<file path="src/rtl/fifo_ring_wr_arbiter.sv">
// Round-robin burst write arbiter that shares one fifo_ring write port between NUM_REQ requesters.
// Optional per-requester beat and stall statistics are enabled by FIFO_RING_WR_ARBITER_STATS_EN.
module fifo_ring_wr_arbiter #(
  parameter int unsigned NUM_REQ    = 4,
  parameter int unsigned DATA_WIDTH = 32,
  parameter int unsigned FIFO_DEPTH = 1024,
  parameter int unsigned MAX_BURST  = 16
) (
  input  logic                            clk,
  input  logic                            rst,
  input  logic [NUM_REQ-1:0]              i_req_valid,
  input  logic [NUM_REQ-1:0]              i_req_last,
  input  logic [NUM_REQ*DATA_WIDTH-1:0]   i_req_data,
  output logic [NUM_REQ-1:0]              o_req_ready,
  input  logic [$clog2(FIFO_DEPTH):0]     i_fifo_fill_count,
  output logic                            o_fifo_wr_valid,
  output logic [DATA_WIDTH-1:0]           o_fifo_wr_data,
  output logic [NUM_REQ-1:0]              o_grant,
  output logic                            o_busy
`ifdef FIFO_RING_WR_ARBITER_STATS_EN
  ,
  output logic [NUM_REQ*32-1:0]           o_beat_count,
  output logic [31:0]                     o_stall_cycles
`endif
);

  localparam int unsigned FILL_W  = $clog2(FIFO_DEPTH) + 1;
  localparam int unsigned SPACE_W = FILL_W + 1;
  localparam int unsigned IDX_W   = $clog2(NUM_REQ);
  localparam int unsigned CNT_W   = $clog2(MAX_BURST) + 1;

  localparam logic [0:0] IDLE  = 1'b0;
  localparam logic [0:0] GRANT = 1'b1;

  logic [0:0]            state, state_nxt;
  logic [NUM_REQ-1:0]    grant_nxt;
  logic [IDX_W-1:0]      gidx, gidx_nxt;
  logic [IDX_W-1:0]      rr, rr_nxt;
  logic [CNT_W-1:0]      cnt, cnt_nxt;
  logic                  wr_valid_nxt;
  logic [DATA_WIDTH-1:0] wr_data_nxt;

  logic [DATA_WIDTH-1:0] req_data [NUM_REQ];
  logic [SPACE_W-1:0]    space_sum;
  logic                  space_ok;
  logic                  accept;
  logic                  found;
  logic [IDX_W-1:0]      pick;
  logic [IDX_W-1:0]      cand;

  for (genvar k = 0; k < int'(NUM_REQ); k++) begin : g_unpack
    assign req_data[k] = i_req_data[k*DATA_WIDTH +: DATA_WIDTH];
  end

  // A registered beat not yet reflected in the fill count still occupies a slot.
  assign space_sum = SPACE_W'(i_fifo_fill_count) + SPACE_W'(o_fifo_wr_valid);
  assign space_ok  = space_sum < SPACE_W'(FIFO_DEPTH);
  assign accept    = (state == GRANT) && i_req_valid[gidx] && space_ok;
  assign o_busy    = (state == GRANT);

  always_comb begin
    o_req_ready = '0;
    if (state == GRANT) o_req_ready[gidx] = space_ok;
  end

  // Round-robin search starting one past the last released requester.
  always_comb begin
    found = 1'b0;
    pick  = '0;
    cand  = '0;
    for (int i = 1; i <= int'(NUM_REQ); i++) begin
      cand = IDX_W'((int'(rr) + i) % int'(NUM_REQ));
      if (!found && i_req_valid[cand]) begin
        found = 1'b1;
        pick  = cand;
      end
    end
  end

  always_ff @(posedge clk) begin
    if (rst) begin
      state           <= IDLE;
      o_grant         <= '0;
      gidx            <= '0;
      rr              <= IDX_W'(NUM_REQ - 1);
      cnt             <= '0;
      o_fifo_wr_valid <= 1'b0;
      o_fifo_wr_data  <= '0;
    end else begin
      state           <= state_nxt;
      o_grant         <= grant_nxt;
      gidx            <= gidx_nxt;
      rr              <= rr_nxt;
      cnt             <= cnt_nxt;
      o_fifo_wr_valid <= wr_valid_nxt;
      o_fifo_wr_data  <= wr_data_nxt;
    end
  end

  always_comb begin
    state_nxt    = state;
    grant_nxt    = o_grant;
    gidx_nxt     = gidx;
    rr_nxt       = rr;
    cnt_nxt      = cnt;
    wr_valid_nxt = 1'b0;
    wr_data_nxt  = o_fifo_wr_data;
    case (state)
      IDLE: begin
        if (found) begin
          grant_nxt = NUM_REQ'(1) << pick;
          gidx_nxt  = pick;
          cnt_nxt   = '0;
          state_nxt = GRANT;
        end
      end
      GRANT: begin
        if (accept) begin
          wr_valid_nxt = 1'b1;
          wr_data_nxt  = req_data[gidx];
          cnt_nxt      = cnt + CNT_W'(1);
          // Bursts end on the last beat or are cut at MAX_BURST to bound latency for others.
          if (i_req_last[gidx] || (cnt_nxt == CNT_W'(MAX_BURST))) begin
            rr_nxt    = gidx;
            grant_nxt = '0;
            state_nxt = IDLE;
          end
        end
      end
      default: state_nxt = IDLE;
    endcase
  end

`ifdef FIFO_RING_WR_ARBITER_STATS_EN
  always_ff @(posedge clk) begin
    if (rst) begin
      o_beat_count   <= '0;
      o_stall_cycles <= '0;
    end else begin
      if (accept) o_beat_count[gidx*32 +: 32] <= o_beat_count[gidx*32 +: 32] + 32'd1;
      if ((state == GRANT) && i_req_valid[gidx] && !space_ok) o_stall_cycles <= o_stall_cycles + 32'd1;
    end
  end
`endif

endmodule

</file>
<file path="config.mk">
export PLATFORM = sky130hd
export DESIGN_NAME = fifo_ring_wr_arbiter
export DESIGN_NICKNAME = d
export VERILOG_FILES = /design/src/rtl/fifo_ring_wr_arbiter.sv
export SDC_FILE = /design/constraint.sdc
export NUM_CORES = 1
export LEC_CHECK = 0
export BUFFER_PORTS_ARGS = -buffer_cell sky130_fd_sc_hd__clkbuf_2
export CAP_MARGIN = 10
export CORE_MARGIN = 2
export CORE_UTILIZATION = 45
export DETAILED_ROUTE_END_ITERATION = 10
export PLACE_DENSITY = 0.95
export SYNTH_ARGS = -nofsm -noshare
export SYNTH_HDL_FRONTEND = slang
export SYNTH_SLANG_ARGS = --single-unit
</file>
<file path="constraint.sdc">
create_clock -name clk -period 4.4 [get_ports clk]
set_input_delay 0.44 -clock clk [delete_from_list [all_inputs] [get_ports clk]]
set_output_delay 0.44 -clock clk [all_outputs]
set_load 0.1 [all_outputs]
</file>
==> out/metrics.csv, run 1 <==
stage;metric;value;unit
pwr;switchingPower;0.396;mW
detailed_routing;wl_per_cell;15.0;um
setup_path;startpoint;gidx[0];
setup_path;r2r-start;gidx[0];
detailed_routing;firstDrtPassIters;4;
run;maxCapViolations;0;
pwr;p_per_area;286;nW/um2
die;core;5960;um2
timing;setup-violations-final;0;
setup_path;crit_arrival;2.61;ns
logic_synthesis;avgSynthCellArea;10.0;um2
detailed_routing;wirelength;7970;um
setup_path;crit_chain;mux4_2 -> nand2_2 -> nor2_2 -> o31ai_1;
clocking;cts.repair.resized;0;
pwr;peakVddDrop;0.000142;V
finish;drive_above_1_share;0.567;
detailed_routing;viasPerCell;5.34;
finish;final_util;0.640;
timing;fin_crit;2.40;ns
pwr;clkPwrFrac;0.229;
die;die_y;82.8;um
clocking;clk_latency;0.29;ns
logic_synthesis;ys.warnings.count;0;
finish;fillers;506;
grt;grt_max_degree;42;
logic_synthesis;synthFlopType;dfxtp_1;
grt;grt_pass1_vias;2972;
clocking;cts_max_path_buffers;2;
timing;rsz0062_at_grt;no;
setup_path;crit_type;flop to flop;
clocking;root_buffer;clkbuf_8;
detailed_routing;drc_errors;0;
logic_synthesis;synth_cells;279;
timing;tightest_slew;0.866;ns
logic_synthesis;synth.cell_area;2800;um2
logic_synthesis;synth_nets;429;
detailed_routing;drt-initial-drc-count;127;
setup_path;start_kind;flop;
logic_synthesis;async_flop_share;0;
die;start_util;0.470;
logic_synthesis;synth_top_area_share;0.336;
finish;multi_input_area;1700;um2
setup_path;cp.required;4.61;ns
setup_path;cpMaxStageDelayCell;dfxtp_2;
grt;grtUsageTotal;0.232;
pwr;p_seq_frac;0.426;
timing;maxSlewHeadroom;0.421;
pwr;leakage;1.69;nW
place;globalplace.congestion;0.837;
clocking;clk_pin_slew;0.08;ns
grt;antenna_found_initial;0;
place;port_buffers;190;
die;io_pins;191;
finish;final_nets;606;
detailed_routing;ant_nets;0;
setup_path;cp-end-kind;flop;
clocking;post_cts_buffers;0;
die;placement_rows;28;
place;dpl.hpwl;6250;um
setup_path;max_stage_delay;0.70;ns
logic_synthesis;synth-edff-count;0;
finish;antenna-diode-count;0;
pwr;pwr-share-comb;0.345;
hold_path;hp-class;flop to flop;
detailed_routing;num_vias;2839;
logic_synthesis;yosys.cell_types.count;38;
timing;fin_worst_skew;0.00553;ns
setup_path;worstPathMaxFanout;41;
clocking;cts_max_level;2;
clocking;clock-sinks;47;
hold_path;hold_start;o_grant[0];
logic_synthesis;ys_seq_area_frac;0.336;
grt;overflow;0;
grt;grt_pass1_wl;13200;um
pwr;intPower;0.695;mW
timing;hold_viol_final;0;
finish;seqCellArea;943;um2
logic_synthesis;yosysMostFrequentCell;nand2_1;
run_status;status;completed;
logic_synthesis;ys_ff_latch;47;
logic_synthesis;synthTopCellsByArea;dfxtp_1, mux4_2, nand2_1;
timing;min_period_over_period;0.545;
timing;slew_violations;0;
pwr;sw_frac_of_total;0.363;
setup_path;r2r_slack;2.00;ns
finish;syn2layout_area_growth;36.2;%
timing;fin_setup_tns;0;ns
logic_synthesis;synthTopCellsByCount;nand2_1, dfxtp_1, mux4_2;
die;die_w;82.8;um
timing;fmax;0.417;GHz
logic_synthesis;synth_area_leader_cell;dfxtp_1;
clocking;cts_tree;done;
clocking;hold_buffers;0;
clocking;cts_made_buffers;5;
die;die_area;6860;um2
==> layout by cell type, fill, tap and decap left out, types with 2 or more instances in the layout <==
| cell | netlist | final |
|---|---|---|
| mux4_2 | 34 | 34 |
| mux2i_1 | 6 | 6 |
| dfxtp_2 | 0 | 2 |
| dfxtp_1 | 47 | 45 |
| nor2b_1 | 2 | 2 |
| buf_4 | 5 | 4 |
| nand2_1 | 59 | 59 |
| nand3_1 | 9 | 9 |
| clkbuf_8 | 0 | 5 |
| o31ai_1 | 3 | 3 |
| a21oi_1 | 27 | 27 |
| nor3_1 | 2 | 2 |
| a21oi_2 | 10 | 10 |
| nand3b_1 | 4 | 4 |
| clkbuf_1 | 7 | 2 |
| a31oi_1 | 4 | 4 |
| nand4_1 | 2 | 2 |
| nand2b_1 | 5 | 5 |
| inv_1 | 2 | 2 |
| nand2_2 | 11 | 11 |
| and2_1 | 2 | 2 |
| clkbuf_2 | 0 | 190 |
| nor2_1 | 11 | 11 |
==> cell type report <==
type	instances	area share
multi-input cells	206	0.447
inverters	2	0.00197
clock inverters	1	0.00131
clock buffers	7	0.0200
well taps	75	0.0246
repair buffers	194	0.257
flip-flops and latches	47	0.248
==> power groups by stage <==
stage / combinational, mW / sequential [mW] / clock (mW)
floorplan: 0.157 / 0.595 / 0
global placement: 0.368 / 0.474 / 0
detailed placement: 0.377 / 0.475 / 0
CTS: 0.378 / 0.465 / 0.257
global route: 0.399 / 0.469 / 0.272
finish: 0.376 / 0.465 / 0.249
==> cells by family after synthesis <==
logic type                 after synthesis  share of synthesized area
AOI/OAI and AO/OA                       49                      0.113
adders and majority gates                1                    0.00447
buffers and inverters                   26                     0.0546
DFF                                     47                      0.336
muxes                                   40                      0.295
and+or+nand+nor                        116                      0.196
==> path summary, 6_finish.rpt <==
kind	end	cells after the start
hold reg to reg	o_grant[0]	2
setup / recovery	o_grant[3]	4
hold / removal	o_grant[0]	2
setup reg to reg	o_grant[3]	4
==> state kept, by name, summed over array words and instances, names as in the netlist <==
name / flops
cnt: 5
gidx: 2
o_busy: 1
o_fifo_wr_data: 32
o_fifo_wr_valid: 1
o_grant: 4
rr: 2
==> critical path, delay by kind of cell, from the launching register on <==
family,cells,cell delay [ns]
muxes,1,0.44
AOI/OAI and AO/OA,1,0.27
and+or+nand+nor,2,0.87
DFF,1,0.70
==> per-stage QoR <==
stage	power, mW	instances	area [um2]	worst slack, ns	hold WS, ns
floorplan	0.752	279	2800	0.385	0.465
global route	1.14	532	3810	1.77	0.482
CTS	1.10	532	3810	1.97	0.459
detailed placement	0.852	524	3730	1.98	0.447
global placement	0.842	524	3730	2.06	0.442
finish	1.09	532	3810	2.00	0.454
==> metal layers <==
layer	vias up	part of all wire	GRT usage
met1	1322	0.37	0.260
met3	8	0.077	0.0368
met2	137	0.54	0.449
met4	0	0.010	0.0671
li1	1372	-	-
met5	-	0	0
No activity file was read; power rests on OpenSTA's default activity.
==> run 2: changes to the inputs <==
- ABC_AREA: default -> 1
- CORE_UTILIZATION: 45 -> 39
- PLACE_DENSITY: 0.95 -> 0.87
- clock period: 4.4 -> 1.93 ns (I/O delays scaled with it)
==> run 2 against run 1 <==
Sequential power is 140% higher. Die area is 26% higher. Combinational power grew to 4.5 times the previous value. Core utilization is 7.8 points lower. Non-clock buffer count is 9 higher. Clock power grew to 2.8 times the previous value. Design area is 13% higher. Via count is 43% higher. Global-route usage is 0.66 points higher. Area after synthesis is 11% higher. First-iteration DRC count is 48% higher. Largest cell class unchanged. Highest routed layer unchanged.
==> out/metrics.csv, run 2 <==
stage;metric;value;unit;change
place;dpl.cell_count;762;;+45%
timing;fin_ws;0.166;ns;-1.83 ns
die;die_y;93.0;um;+12%
logic_synthesis;synth_area_leader_cell;dfxtp_1;;
hold_path;hp-class;input port to flop;;
clocking;clk_latency;0.30;ns;about the same
finish;regMostFlops;o_fifo_wr_data;;
finish;top_regs;o_fifo_wr_data x32, cnt x5, o_grant x4;;
place;dp_slack;0.193;ns;-1.78 ns
setup_path;cp.required;1.74;ns;-2.87 ns
die;die_area;8650;um2;+26%
place;port_buffers;190;;unchanged
pwr;leakage;2.25;nW;+33%
setup_path;crit_type;flop to output pin;;
grt;grt_max_degree;41;;-2.4%
clocking;cts_made_buffers;5;;unchanged
grt;overflow;0;;unchanged
logic_synthesis;synth-edff-count;0;;unchanged
place;globalplace.congestion;0.826;;-1.3%
timing;fmax;0.567;GHz;
pwr;sw_frac_of_total;0.465;;+0.102
detailed_routing;wirelength;10300;um;+29%
timing;tightest_slew;0.571;ns;-0.295 ns
pwr;p_seq_frac;0.317;;-0.109
logic_synthesis;synth_cells;494;;+77%
logic_synthesis;synthTopCellsByArea;dfxtp_1, nand3_1, nor2_1;;
finish;mostFrequentLayoutCells;clkbuf_2, nand3_1, nand2_1, nor2_1, dfxtp_1;;
place;dpl.hpwl;7880;um;+26%
clocking;root_buffer;clkbuf_8;;
pwr;p_per_area;808;nW/um2;+180%
timing;min_period_over_period;0.914;;
timing;maxSlewHeadroom;0.621;;+0.200
setup_path;crit_arrival;1.57;ns;-1.04 ns
pwr;pwr-share-comb;0.481;;+0.136
logic_synthesis;avgSynthCellArea;6.26;um2;-38%
timing;slew_violations;0;;unchanged
die;start_util;0.402;;-0.0675
finish;multi_input_area;1930;um2;+13%
finish;antenna-diode-count;0;;unchanged
logic_synthesis;synth_top_area_share;0.304;;-0.0320
setup_path;r2r_slack;0.19;ns;-1.81 ns
timing;fin_worst_skew;0.00894;ns;+0.00342 ns
die;io_pins;191;;unchanged
die;placement_rows;32;;+14%
logic_synthesis;synth.cell_area;3090;um2;+11%
timing;setup-violations-final;0;;unchanged
logic_synthesis;ys_ff_latch;47;;unchanged
run;maxCapViolations;0;;unchanged
logic_synthesis;ys.warnings.count;0;;unchanged
logic_synthesis;synth_nets;644;;+50%
setup_path;worstPathMaxFanout;5;;-88%
logic_synthesis;async_flop_share;0;;unchanged
detailed_routing;ant_nets;0;;unchanged
clocking;cts_tree;done;;
detailed_routing;drt-initial-drc-count;188;;+48%
clocking;clock-sinks;47;;unchanged
finish;largest_reg_flops;32;;unchanged
logic_synthesis;synthFlopType;dfxtp_1;;
die;die_w;93.0;um;+12%
finish;final_nets;817;;+35%
timing;rsz0062_at_grt;no;;
grt;antenna_found_initial;0;;unchanged
setup_path;cp-end-kind;output pin;;
pwr;peakVddDrop;0.000436;V;+210%
timing;hold_viol_final;0;;unchanged
pwr;switchingPower;1.62;mW;+310%
pwr;power;3.49;mW;+220%
clocking;clk_pin_slew;0.09;ns;about the same
finish;final_cells;770;;+45%
clocking;cts_max_path_buffers;2;;unchanged
detailed_routing;firstDrtPassIters;6;;+2
setup_path;start_kind;flop;;
pwr;intPower;1.87;mW;+170%
run_status;status;completed;;
timing;fin_setup_tns;0;ns;unchanged
clocking;hold_buffers;0;;unchanged
die;core;7690;um2;+29%
logic_synthesis;yosys.cell_types.count;32;;-16%
finish;seqCellArea;952;um2;+0.93%
grt;grtUsageTotal;0.239;;+0.00663
grt;grt_pass1_vias;3838;;+29%
detailed_routing;num_vias;4052;;+43%
detailed_routing;viasPerCell;5.26;;-1.4%
logic_synthesis;ys_seq_area_frac;0.304;;-0.0320
timing;fin_crit;1.76;ns;
finish;fillers;767;;+52%
clocking;post_cts_buffers;0;;unchanged
logic_synthesis;synthTopCellsByCount;nand3_1, nor2_1, nand2_1;;
finish;syn2layout_area_growth;39.8;%;
detailed_routing;wl_per_cell;13.4;um;-11%
pwr;clkPwrFrac;0.202;;-0.027
finish;layout_commonest_cell;clkbuf_2;;
finish;drive_above_1_share;0.377;;-0.189
logic_synthesis;yosysMostFrequentCell;nand3_1;;
grt;grt_pass1_wl;16900;um;+28%
clocking;cts_max_level;2;;unchanged
detailed_routing;drc_errors;0;;unchanged
==> run 2: changes by cell type in the layout (fill, tap and decap cells not counted), moves of 5 or more <==
cell,change
buf_4,+9
o21ai_0,+35
nor2_1,+69
inv_2,+8
nand2_1,+21
nand4_1,+32
a21oi_1,-19
mux4_2,-34
a21oi_2,-10
mux2i_1,-6
inv_1,+12
nand2b_1,-5
nand3_1,+98
==> run 2: layout make-up <==
class                           count  area share
Clock buffer                        5      0.0159
Multi-Input combinational cell    386       0.447
Sequential cell                    47       0.220
Timing Repair Buffer              203       0.257
Tap cell                          102      0.0295
Inverter                           24      0.0220
Clock inverter                      3     0.00898
==> run 2: repair_timing <==
item                       CTS  global route
hold endpoints to repair     0             0
setup endpoints to repair    0             4
resized for setup            0             1
==> run 2: worst paths after layout <==
path / startpoint / endpoint / depth (start not counted)
worst min-delay path: rst / o_busy / 2
worst max register to register: gidx[0] / cnt[2] / 10
worst max-delay path: o_fifo_wr_valid / o_req_ready[2] / 5
worst min register to register: cnt[4] / cnt[4] / 2
==> run 2: power groups by stage <==
stage               logic [mW]  clock network (mW)  registers [mW]
floorplan                0.760                   0            1.62
global placement          1.63                   0            1.12
detailed placement        1.67                   0            1.13
CTS                       1.67               0.722            1.11
global route              1.81               0.772            1.12
finish                    1.68               0.705            1.11
==> run 2: per-layer routing <==
layer	part of all wire	up-vias	track usage
li1	-	2022	-
met1	0.42	1813	0.293
met2	0.49	187	0.424
met3	0.065	30	0.0395
met4	0.027	0	0.0809
met5	0	-	0
==> run 2: cell families after synthesis <==
| group | Yosys count | synth area share |
|---|---|---|
| and+or+nand+nor | 328 | 0.503 |
| buffers and inverters | 61 | 0.0862 |
| AOI/OAI and AO/OA | 55 | 0.0964 |
| DFF | 47 | 0.304 |
| xor gates and xnor gates | 2 | 0.00567 |
| adders and majority gates | 1 | 0.00405 |
==> run 2: worst max-delay path, stage by stage, from the launching register on <==
cell	delay [ns]
dfxtp_4	0.35
and3_1	0.18
nand3b_1	0.15
nand2_4	0.15
nor3_4	0.24
buf_12	0.20
==> run 2: stage by stage <==
step	util	cell area [um2]	hold slack, ns
after floorplan	-	3150	0.431
after global placement	0.548	4210	0.462
final	0.562	4320	0.191
after global routing	0.562	4320	0.195
after detailed placement	0.548	4210	0.469
after CTS	0.562	4320	0.192
==> run 3: changes to the inputs <==
- ABC_AREA: 1 -> default
- CORE_UTILIZATION: 39 -> 38
==> run 3 against run 2 <==
Maximum frequency down 4.9%. Critical path type unchanged. Global-route usage is 3.6 points lower. Critical endpoint is now o_req_ready[0]. Largest cell class unchanged. Clock skew decreased by 0.0022 ns.
==> out/metrics.csv, run 3 (same netlist as run 1, synthesis figures left out) <==
stage;metric;value;unit;change
run_status;status;completed;;
detailed_routing;wl_per_cell;14.7;um;+9.9%
timing;tightest_slew;0.562;ns;-0.00861 ns
clocking;clock-sinks;47;;unchanged
hold_path;hold_start;rst;;
finish;syn2layout_area_growth;42.1;%;
finish;top_regs;o_fifo_wr_data x32, cnt x5, o_grant x4;;
finish;largest_reg_flops;32;;unchanged
pwr;power;2.59;mW;-26%
setup_path;cpMaxStageDelayCell;buf_2;;
clocking;clk_pin_slew;0.09;ns;about the same
grt;antenna_found_initial;0;;unchanged
timing;setup-violations-final;0;;unchanged
timing;fin_worst_skew;0.00673;ns;-0.00221 ns
timing;maxSlewHeadroom;0.627;;+0.00571
setup_path;startpoint;o_fifo_wr_valid;;
grt;grt_pass1_vias;3000;;-22%
setup_path;critPathTopFamily;buffers and inverters;;
detailed_routing;wirelength;8240;um;-20%
die;die_area;8060;um2;-6.8%
detailed_routing;viasPerCell;5.14;;-2.3%
place;dpl.hpwl;6570;um;-17%
hold_path;min_path_cells;3;;+1
timing;fin_crit;1.86;ns;+0.0917 ns
clocking;cts_max_level;2;;unchanged
setup_path;max_stage_delay;0.44;ns;+0.09 ns
clocking;clk_latency;0.30;ns;about the same
die;start_util;0.390;;-0.0123
clocking;root_buffer;clkbuf_8;;
detailed_routing;firstDrtPassIters;5;;-1
pwr;leakage;1.74;nW;-23%
hold_path;hp-class;input port to flop;;
setup_path;crit_type;flop to output pin;;
grt;grt_max_degree;38;;-7.3%
detailed_routing;drc_errors;0;;unchanged
detailed_routing;drt-initial-drc-count;80;;-57%
finish;regMostFlops;o_fifo_wr_data;;
timing;hold_viol_final;0;;unchanged
die;placement_rows;31;;-3.1%
die;die_y;89.8;um;-3.5%
clocking;cts_max_path_buffers;2;;unchanged
timing;min_period_over_period;0.962;;+0.0475
pwr;p_per_area;651;nW/um2;-19%
timing;fin_setup_tns;0;ns;unchanged
setup_path;r2r-start;gidx[1];;
run;maxCapViolations;0;;unchanged
setup_path;crit_arrival;1.66;ns;+0.09 ns
setup_path;r2r_cells;5;;-5
die;io_pins;191;;unchanged
setup_path;start_kind;flop;;
place;port_buffers;190;;unchanged
grt;overflow;0;;unchanged
clocking;cts_tree;done;;
setup_path;cp.required;1.74;ns;about the same
finish;drive_above_1_share;0.582;;+0.205
setup_path;worstPathMaxFanout;6;;+1
timing;rsz0062_at_grt;no;;
setup_path;cp-end-kind;output pin;;
clocking;cts_made_buffers;5;;unchanged
place;globalplace.congestion;0.840;;+1.7%
timing;fmax;0.539;GHz;-4.9%
die;core;7180;um2;-6.7%
detailed_routing;ant_nets;0;;unchanged
die;die_w;89.8;um;-3.5%
clocking;post_cts_buffers;0;;unchanged
pwr;peakVddDrop;0.000311;V;-29%
timing;slew_violations;0;;unchanged
grt;grt_pass1_wl;13400;um;-21%
grt;grtUsageTotal;0.203;;-0.0357
finish;mostFrequentLayoutCells;clkbuf_2, nand2_1, dfxtp_1;;
setup_path;path_buf_inv;1;;unchanged
setup_path;crit_chain;nand4_1 -> o311a_1 -> nor3b_4 -> buf_2;;
setup_path;cp.depth;4;;-1
finish;final_nets;611;;-25%
finish;layout_commonest_cell;clkbuf_2;;
detailed_routing;num_vias;2884;;-29%
finish;antenna-diode-count;0;;unchanged
[run 3: cell count changes in the layout (fill, tap and decap cells not counted), moves of 10 or more]
cell     delta
nand3_1    -98
nor2_1     -70
o21ai_0    -35
mux4_2     +34
nand4_1    -32
nand2_1    -21
a21oi_1    +19
inv_1      -12
a21oi_2    +10
[run 3: cell type report]
class                      count  area [um2]
fill                         633        3200
multi-input combinational    206        1720
timing repair buffer         199        1080
sequential                    47         951
tap                           99         124
clock buffer                   8         100
inverter                       2        7.51
[run 3: final timing paths]
check,slack (ns),endpoint
max reg2reg,0.29,cnt[2]
max,0.07,o_req_ready[0]
min,0.23,o_grant[0]
min reg2reg,0.46,o_fifo_wr_data[10]
[run 3: worst min-delay path, delay by kind of cell]
family          cells  cell delay [ns]
simple gates        1             0.11
buf+inv             1             0.11
compound gates      1             0.06
[run 3: stage by stage]
step           std cells  instance area [um2]  utilization  hold WS (ns)  worst slack [ns]
3_3_place_gp         553                 3870        0.540         0.443             0.341
3_5_place_dp         553                 3870        0.540         0.448             0.302
2_1_floorplan        279                 2820            -         0.465            0.0413
4_1_cts              561                 3980        0.554         0.228           0.00618
6_report             561                 3980        0.554         0.226            0.0742
5_1_grt              561                 3980        0.554         0.254            0.0139
[run 3: layer usage]
metal | vias up | GRT usage | routed length (um)
met4 | 0 | 0.0679 | 89
met3 | 8 | 0.0386 | 607
met5 | - | 0 | 0
li1 | 1380 | - | -
met1 | 1360 | 0.217 | 3090
met2 | 136 | 0.398 | 4450
[run 3: report_power, final]
part | leakage, nW | internal (mW) | switching [mW]
Combinational | 1.31 | 0.329 | 0.562
Clock | 0.0515 | 0.328 | 0.323
Sequential | 0.384 | 1.02 | 0.0318
Total | 1.74 | 1.67 | 0.917
[run 3: repair_timing]
item,in CTS,in global routing
hold buffers,0,0
gates resized for setup,0,1
endpoints found under the setup margin,0,1
